==> src/rtl/aes_pkg.sv <==
// rtl/aes_pkg.sv - shared AES datapath constants and buffer-entry type
//
// Purpose: constants and types shared by the AddRoundKey stage and its FIFO.
// Contents:
//   AES_NR      number of AES-128 rounds (index of the final, MixColumns-free round)
//   BLOCK_W     state width in bits
//   ROUND_W     round index width in bits
//   rka_entry_t buffered result: {block, round}
package aes_pkg;

  localparam int AES_NR  = 10;
  localparam int BLOCK_W = 128;
  localparam int ROUND_W = 4;

  typedef struct packed {
    logic [BLOCK_W-1:0] block;
    logic [ROUND_W-1:0] round;
  } rka_entry_t;

endpackage

==> src/rtl/rka_fifo2.sv <==
// rtl/rka_fifo2.sv - generic 2-entry FIFO with registered not-full flag
//
// Purpose: two-deep result buffer so the round loop can stall without loss.
// Ports:
//   i_clk        clock, rising edge
//   i_rst        asynchronous active-high reset, empties the FIFO and clears storage
//   i_push       write i_data (caller guarantees o_not_full)
//   i_data       entry to write
//   i_pop        remove head entry (caller guarantees o_not_empty)
//   o_data       head entry
//   o_not_full   registered: occupancy < 2
//   o_not_empty  occupancy > 0
module rka_fifo2 #(
  parameter int W = 8
) (
  input  logic         i_clk,
  input  logic         i_rst,
  input  logic         i_push,
  input  logic [W-1:0] i_data,
  input  logic         i_pop,
  output logic [W-1:0] o_data,
  output logic         o_not_full,
  output logic         o_not_empty
);

  logic [W-1:0] mem_q [2];
  logic         wr_ptr_q;
  logic         rd_ptr_q;
  logic [1:0]   count_q;
  logic [1:0]   count_d;
  logic         not_full_q;

  always_comb begin
    count_d = count_q;
    case ({i_push, i_pop})
      2'b10:   count_d = count_q + 2'd1;
      2'b01:   count_d = count_q - 2'd1;
      default: count_d = count_q;
    endcase
  end

  always_ff @(posedge i_clk or posedge i_rst) begin
    if (i_rst) begin
      mem_q[0]   <= '0;
      mem_q[1]   <= '0;
      wr_ptr_q   <= 1'b0;
      rd_ptr_q   <= 1'b0;
      count_q    <= 2'd0;
      not_full_q <= 1'b1;
    end else begin
      if (i_push) begin
        mem_q[wr_ptr_q] <= i_data;
        wr_ptr_q        <= ~wr_ptr_q;
      end
      if (i_pop) begin
        rd_ptr_q <= ~rd_ptr_q;
      end
      count_q    <= count_d;
      // Registered from the next occupancy so downstream ready never reaches
      // upstream ready combinationally.
      not_full_q <= (count_d != 2'd2);
    end
  end

  assign o_data      = mem_q[rd_ptr_q];
  assign o_not_full  = not_full_q;
  assign o_not_empty = (count_q != 2'd0);

endmodule

==> src/rtl/add_round_key_stage.sv <==
// rtl/add_round_key_stage.sv - registered AES AddRoundKey stage with 2-entry output buffer
//
// Purpose: XOR the round key onto the MixColumns result (middle rounds) or the
// bypass state (round 0 and round NR), buffer the result with its round index.
// Ports:
//   i_clk, i_rst      clock; asynchronous active-high reset
//   i_valid/i_ready   upstream handshake (i_ready is registered)
//   i_mixed           MixColumns output state
//   i_shifted         bypass state (plaintext for round 0, ShiftRows output for round NR)
//   i_round, i_key    round index of the beat and its round key
//   o_valid/o_ready   downstream handshake
//   o_block, o_round  head of the buffer
//   o_last            head is the final round
//   o_err             sticky: a beat with i_round > NR was accepted and dropped
//   o_done_cnt        number of final-round beats emitted, wrapping
module add_round_key_stage
  import aes_pkg::*;
#(
  parameter int NR = AES_NR
) (
  input  logic               i_clk,
  input  logic               i_rst,
  input  logic               i_valid,
  output logic               i_ready,
  input  logic [BLOCK_W-1:0] i_mixed,
  input  logic [BLOCK_W-1:0] i_shifted,
  input  logic [ROUND_W-1:0] i_round,
  input  logic [BLOCK_W-1:0] i_key,
  output logic               o_valid,
  input  logic               o_ready,
  output logic [BLOCK_W-1:0] o_block,
  output logic [ROUND_W-1:0] o_round,
  output logic               o_last,
  output logic               o_err,
  output logic [15:0]        o_done_cnt
);

  localparam logic [ROUND_W-1:0] NR_R = ROUND_W'(NR);

  logic               accept;
  logic               emit;
  logic               bad_round;
  logic               push;
  logic [BLOCK_W-1:0] source;
  rka_entry_t         wr_entry;
  rka_entry_t         head;
  logic               err_q;
  logic               err_d;
  logic [15:0]        done_q;
  logic [15:0]        done_d;

  assign accept    = i_valid && i_ready;
  assign emit      = o_valid && o_ready;
  assign bad_round = (i_round > NR_R);
  assign push      = accept && !bad_round;

  // Round 0 whitens the plaintext and the final round skips MixColumns, so
  // both take the bypass state.
  assign source = ((i_round == '0) || (i_round == NR_R)) ? i_shifted : i_mixed;

  always_comb begin
    wr_entry       = '0;
    wr_entry.block = source ^ i_key;
    wr_entry.round = i_round;
  end

  rka_fifo2 #(
    .W($bits(rka_entry_t))
  ) u_fifo (
    .i_clk      (i_clk),
    .i_rst      (i_rst),
    .i_push     (push),
    .i_data     (wr_entry),
    .i_pop      (emit),
    .o_data     (head),
    .o_not_full (i_ready),
    .o_not_empty(o_valid)
  );

  assign o_block = head.block;
  assign o_round = head.round;
  assign o_last  = (head.round == NR_R);

  always_comb begin
    err_d  = err_q | (accept && bad_round);
    done_d = done_q;
    if (emit && o_last) begin
      done_d = done_q + 16'd1;
    end
  end

  always_ff @(posedge i_clk or posedge i_rst) begin
    if (i_rst) begin
      err_q  <= 1'b0;
      done_q <= 16'd0;
    end else begin
      err_q  <= err_d;
      done_q <= done_d;
    end
  end

  assign o_err      = err_q;
  assign o_done_cnt = done_q;

endmodule

==> config.mk <==
export PLATFORM = sky130hd
export DESIGN_NAME = add_round_key_stage
export DESIGN_NICKNAME = d
export VERILOG_FILES = /design/src/rtl/aes_pkg.sv /design/src/rtl/rka_fifo2.sv /design/src/rtl/add_round_key_stage.sv
export SDC_FILE = /design/constraint.sdc
export NUM_CORES = 1
export LEC_CHECK = 0
export ABC_AREA = 1
export CAP_MARGIN = 15
export CORE_AREA = 4 4 212 214
export DETAILED_ROUTE_END_ITERATION = 10
export DIE_AREA = 0 0 216 218
export PLACE_DENSITY = 0.78
export SLEW_MARGIN = 10
export SYNTH_ARGS = -nofsm -noshare
export SYNTH_HDL_FRONTEND = slang
export SYNTH_SLANG_ARGS = --single-unit
==> constraint.sdc <==
create_clock -name i_clk -period 13.2 [get_ports i_clk]
set_input_delay 2.64 -clock i_clk [delete_from_list [all_inputs] [get_ports i_clk]]
set_output_delay 2.64 -clock i_clk [all_outputs]
set_load 0.01 [all_outputs]
==> impl_metrics.yaml, run 1 <==
status:
  outcome: "completed"
die:
  core_area_sq_um: 42900
  die_h_um: 218
  die_x_um: 216
  start_util_pct: 43.4
  ios: 544
  row_count: 76
  die_area_sq_um: 47100
sta:
  hold_viol: 0
  drv_slew: 0
  clock.fmax_ghz: 0.158
  skew_ns: 0.0115
  fin_ws_ns: 6.88
  grt_setup_unrepaired: "no"
  slew_headroom_pct: 22.6
  setup_tns_ns: 0
  finalCritPeriodShare_pct: 47.9
  worst_pin_slew_ns: 1.16
  finalSetupViolations: 0
  finalCriticalPeriod_ns: 6.32
power:
  power_switching_uw: 1740
  p_int_uw: 2940
  seqPwrFrac_pct: 32.6
  p_sw_share_pct: 37.2
  combPwrFrac_pct: 47.5
  leakage_uw: 0.0130
  total_power_uw: 4680
  peakVddDrop_v: 0.000137
  powerDensity_nw_per_um2: 185
  clkPwrFrac_pct: 19.9
drt:
  ant_nets: 0
  first_iter_violations: 1731
  vias_per_cell: 5.50
  wl_per_cell_um: 18.7
  vias: 20591
  firstDrtPassIters: 5
  drc: 0
  drt_wl_total_um: 70200
flow_run:
  maxCapViolCount: 0
synth:
  synth.ff_latch_count: 286
  avgSynthCellArea_sq_um: 6.88
  yosysSeqAreaShare_pct: 38.5
  synth_area_leader_cell: "dfrtp_1"
  netlist.area_leader.share_pct: 38.4
  synthDistinctLibCells: 26
  syn_area_sq_um: 18600
  yosys-top-cells-area: "dfrtp_1 38%, nand3_1 24%, nand2_1 15%"
  synth_cells: 2703
  syn_nets: 3097
  ys_warn_count: 0
clock_network:
  cts_num_sinks: 286
  cts_tree: "yes"
  ctsResizeCount: 0
  clk_latency_ns: 0.52
  ctsHoldBuffers: 0
  clockBufferDepth: 3
  h-tree-depth: 2
  cts_setup_buffers: 0
  cts-buffers-inserted: 35
  cts.reportedPaths.clkPinSlew_ns: 0.06
  cts_root_buf: "clkbuf_16"
global_route:
  grt_pass1_wl_um: 110000
  grt_antenna_before_repair: 9
  grt_max_degree: 192
  overflow: 0
  grt_pass1_vias: 20876
  grtUsageTotal_pct: 28.5
finish:
  nets: 3522
  stdcell_area_sq_um: 25300
  area_growth_pct: 36.0
  nFillCells: 3821
  drive_gt1_share_pct: 6.63
place:
  io_buffers: 543
  place_congestion: 0.897
  placed_area_sq_um: 24200
  dp_hpwl_um: 47100
  pre_cts_ws_ns: 6.79
setup_path:
  required_ns: 10.56
  r2r_slack_ns: 10.15
  cp-start-kind: "flip-flop"
  cp.arrival_ns: 3.68
  worstSetupPathType: "flip-flop to output port"
  endpoint_kind: "output port"
  critPathMaxFanout: 73
worst_hold_path:
  min_path_type: "flip-flop to flip-flop"
flip-flops by register name, summed over array words and instances, names as in the netlist:
| register | cells |
|---|---|
| u_fifo.wr_ptr_q | 1 |
| u_fifo.mem_q | 264 |
| u_fifo.rd_ptr_q | 1 |
| o_done_cnt | 16 |
| u_fifo.count_q | 2 |
| o_err | 1 |
| u_fifo.o_not_full | 1 |
through the flow:
stage	util [%]	instances	hold WS, ns
6_report	59.0	3745	0.471
5_1_grt	59.0	3744	0.487
4_1_cts	58.9	3739	0.468
3_5_place_dp	56.4	3676	0.454
3_3_place_gp	56.4	3676	0.449
2_1_floorplan	-	2703	0.437
synth_stat cells (all sizes together):
master	instances
nand3	906
nand2	745
inv	406
dfrtp	285
mux2	128
buf	114
clkbuf	57
nor2	24
o21ai	15
xnor2	9
nand4	6
ha	2
or2	2
a21oi	1
dfstp	1
nor3	1
o21bai	1
kinds of logic (layout without fill, tap and decap cells):
logic type	after synthesis	after routing	share of synthesized area (%)
AOI/OAI and AO/OA	17	17	0.471
and+or+nand+nor	1684	1684	40.3
DFF	286	286	38.5
buffers and inverters	577	1028	12.4
xor gates and xnor gates	9	9	0.424
muxes	128	128	7.75
other	0	6	0
adders and majority gates	2	2	0.135
critical path, cell delays in order (launching register included):
cell             delay [ns]
dfrtp_4                1.03
buf_4                  0.93
mux2_2                 0.44
clkdlybuf4s50_1        0.56
layout make-up:
| type | count | area [sq um] | share of cell area, % |
|---|---|---|---|
| sequential | 286 | 7160 | 28.3 |
| clock buffer | 57 | 1060 | 4.20 |
| tap | 585 | 732 | 2.89 |
| antenna | 6 | 15.0 | 0.0594 |
| multi-input combinational | 1840 | 9170 | 36.3 |
| inverter | 406 | 1540 | 6.08 |
| timing repair buffer | 559 | 5570 | 22.0 |
| clock inverter | 6 | 40.0 | 0.158 |
final timing paths:
kind / from / endpoint / cells past startpoint
worst min-delay path: u_fifo.mem_q[134]$_DFFE_PP0P_ / u_fifo.mem_q[134]$_DFFE_PP0P_ / 2
min in group asynchronous: i_rst / u_fifo.mem_q[187]$_DFFE_PP0P_ / 2
worst max-delay path: u_fifo.rd_ptr_q$_DFFE_PP0P_ / o_block[25] / 3
max in group asynchronous: i_rst / u_fifo.rd_ptr_q$_DFFE_PP0P_ / 3
worst min register to register: u_fifo.mem_q[134]$_DFFE_PP0P_ / u_fifo.mem_q[134]$_DFFE_PP0P_ / 2
worst max register to register: u_fifo.o_not_full$_DFF_PP1_ / u_fifo.mem_q[213]$_DFFE_PP0P_ / 8
routing by layer:
layer	share of wire [%]	up-vias	GRT usage (%)	routed length (um)
li1	-	9539	-	-
met1	37	9771	33.4	26100
met2	49	1023	48.2	34100
met3	8.3	252	6.26	5850
met4	5.8	6	16.7	4090
met5	0.074	-	0	52
layout by cell type, fill, tap and decap left out:
cell,instances
o21ai_0,14
nor2_1,22
nand2_2,1
inv_8,1
buf_4,15
diode_2,6
dfrtp_1,284
nor3_2,1
xnor2_1,9
ha_1,2
nand4_1,6
dfrtp_4,1
dfstp_2,1
nand3_1,905
o21ai_1,1
nor2_4,2
clkdlybuf4s50_1,543
clkinvlp_4,1
a21oi_1,1
inv_4,2
inv_6,2
buf_12,1
mux2_2,128
or2_2,2
nand2_1,740
inv_1,403
clkinv_2,3
nand2_4,4
nand3_4,1
clkbuf_1,14
clkbuf_16,37
o21bai_1,1
clkbuf_8,6
power groups by stage:
stage / Combinational [uW] / Sequential [uW] / Clock [uW]
global placement: 2170 / 1490 / 0
CTS: 2230 / 1510 / 944
floorplan: 1220 / 1420 / 0
global route: 2390 / 1560 / 979
finish: 2220 / 1520 / 931
detailed placement: 2200 / 1520 / 0
(Power assumes the default switching activity.)
==> run 2, diff against run 1 <==
CORE_AREA = default   (was 4 4 212 214)
CORE_MARGIN = 4   (was default)
CORE_UTILIZATION = 44   (was default)
DIE_AREA = default   (was 0 0 216 218)
PLACE_DENSITY = 0.82   (was 0.78)
clock period = 5.5 ns   (was 13.2 ns; I/O delays follow)
==> run 2 against run 1 <==
Clock skew barely moved. Register-to-register slack got worse by 7.0 ns. Sequential power up 140%. Clock-buffer cell count shrank 4. Total power up 140%. Worst setup slack worse by 5.4 ns. Die area fell by 3.1%. Sequential share of layout area down 0.23 points. Via count is 2.5% lower. Flip-flop and latch count is the same. Non-clock buffer count grew 4. Combinational power rose by 140%.
==> impl_metrics.yaml, run 2 (synthesis results as in run 1) <==
status:
  outcome: "completed"
sta:
  setup_tns_ns: 0
  skew_ns: 0.0117
  worst_pin_slew_ns: 1.18
  finalSetupViolations: 0
  hold_viol: 0
  slew_headroom_pct: 21.6
  finalCriticalPeriod_ns: 4.06
  clock.fmax_ghz: 0.246
  drv_slew: 0
  grt_setup_unrepaired: "no"
  whs_ns: 0.466
  finalCritPeriodShare_pct: 73.8
place:
  dp_hpwl_um: 43600
  placedCellCount: 3634
  place_congestion: 0.890
  io_buffers: 543
die:
  start_util_pct: 44.4
  die_h_um: 214
  die_x_um: 214
  row_count: 75
  ios: 544
  core_area_sq_um: 41900
  die_area_sq_um: 45600
global_route:
  grt_antenna_before_repair: 2
  grt_pass1_wl_um: 103000
  overflow: 0
  grt_max_degree: 223
  grtUsageTotal_pct: 28.0
  grt_pass1_vias: 19142
finish:
  mostFrequentLayoutCell: "nand3_1"
  nFillCells: 3690
  drive_gt1_share_pct: 6.97
  nets: 3526
  area_growth_pct: 37.1
  final_cell_count_no_fill: 3701
  top_register: "u_fifo.mem_q"
  largest_reg_flops: 264
  most-common-layout-cells: "905 x nand3_1, 740 x nand2_1, 543 x clkdlybuf4s50_1"
clock_network:
  cts_setup_buffers: 0
  cts.reportedPaths.clkPinSlew_ns: 0.06
  cts_num_sinks: 286
  clk_latency_ns: 0.52
  h-tree-depth: 2
  clockBufferDepth: 3
  ctsResizeCount: 0
  ctsHoldBuffers: 0
  cts_root_buf: "clkbuf_16"
  cts_tree: "yes"
  cts-buffers-inserted: 35
setup_path:
  critPathMaxFanout: 39
  worstSetupPathType: "flip-flop to output port"
  cp-start-kind: "flip-flop"
  cp.arrival_ns: 2.96
  endpoint_kind: "output port"
  required_ns: 4.40
power:
  peakVddDrop_v: 0.000312
  powerDensity_nw_per_um2: 448
  leakage_uw: 0.0132
  total_power_uw: 11400
drt:
  wl_per_cell_um: 18.1
  vias: 20075
  vias_per_cell: 5.42
  first_iter_violations: 1997
  drt_wl_total_um: 66900
  ant_nets: 0
  drc: 0
  firstDrtPassIters: 10
worst_hold_path:
  min_path_type: "flip-flop to flip-flop"
flow_run:
  maxCapViolCount: 0
==> run 2: changes by cell type in the layout (fill, tap and decap cells not counted), sizes merged <==
cell,previous run,this run
bufinv,0,4
inv,408,406
clkbuf,57,53
diode,6,4
clkinvlp,1,3
buf,16,20
==> run 2: layer usage <==
layer | global-route usage [%] | up-vias | share of wire, %
li1 | - | 9563 | -
met1 | 34.7 | 9345 | 38
met2 | 46.6 | 975 | 48
met3 | 6.64 | 192 | 9.2
met4 | 12.6 | 0 | 4.4
met5 | 0 | - | 0
==> run 2: worst paths after layout <==
| check | slack, ns | cells past startpoint | endpoint | start |
|---|---|---|---|---|
| max | 1.44 | 3 | o_block[81] | u_fifo.rd_ptr_q$_DFFE_PP0P_ |
| min | 0.47 | 2 | u_fifo.mem_q[134]$_DFFE_PP0P_ | u_fifo.mem_q[134]$_DFFE_PP0P_ |
| min in group asynchronous | 1.03 | 2 | u_fifo.mem_q[3]$_DFFE_PP0P_ | i_rst |
| max reg2reg | 3.15 | 5 | o_done_cnt[0]$_DFFE_PP0P_ | u_fifo.rd_ptr_q$_DFFE_PP0P_ |
| max in group asynchronous | 3.35 | 3 | u_fifo.mem_q[50]$_DFFE_PP0P_ | i_rst |
| min reg2reg | 0.47 | 2 | u_fifo.mem_q[134]$_DFFE_PP0P_ | u_fifo.mem_q[134]$_DFFE_PP0P_ |
==> run 2: cell type report <==
| type | instances | area, sq um | share of cell area (%) |
|---|---|---|---|
| diodes | 4 | 10.0 | 0.0393 |
| clock buffers | 53 | 1080 | 4.22 |
| inverters | 406 | 1530 | 6.01 |
| repair buffers | 563 | 5710 | 22.4 |
| multi-input cells | 1840 | 9170 | 36.0 |
| flip-flops and latches | 286 | 7160 | 28.1 |
| well taps | 539 | 674 | 2.64 |
| clock inverters | 10 | 159 | 0.623 |
==> run 2: per-stage QoR <==
stage / worst slack [ns] / cell area [sq um] / utilization, %
2_1_floorplan: 0.610 / 18600 / -
3_3_place_gp: 1.78 / 24300 / 57.9
3_5_place_dp: 1.71 / 24300 / 57.9
4_1_cts: 1.42 / 25500 / 60.9
5_1_grt: 1.37 / 25500 / 60.9
6_report: 1.44 / 25500 / 60.9
==> run 2: worst max-delay path: stages, from the launching register on <==
cell and delay, ns:
dfrtp_4 0.80, buf_4 0.58, mux2_2 0.40, clkdlybuf4s50_1 0.57
==> run 2: report_power, final <==
part | total [uW] | internal [uW] | switching [uW]
clock network | 2470 | 1540 | 926
registers | 3600 | 3050 | 549
logic | 5370 | 2710 | 2660
total | 11400 | 7300 | 4130
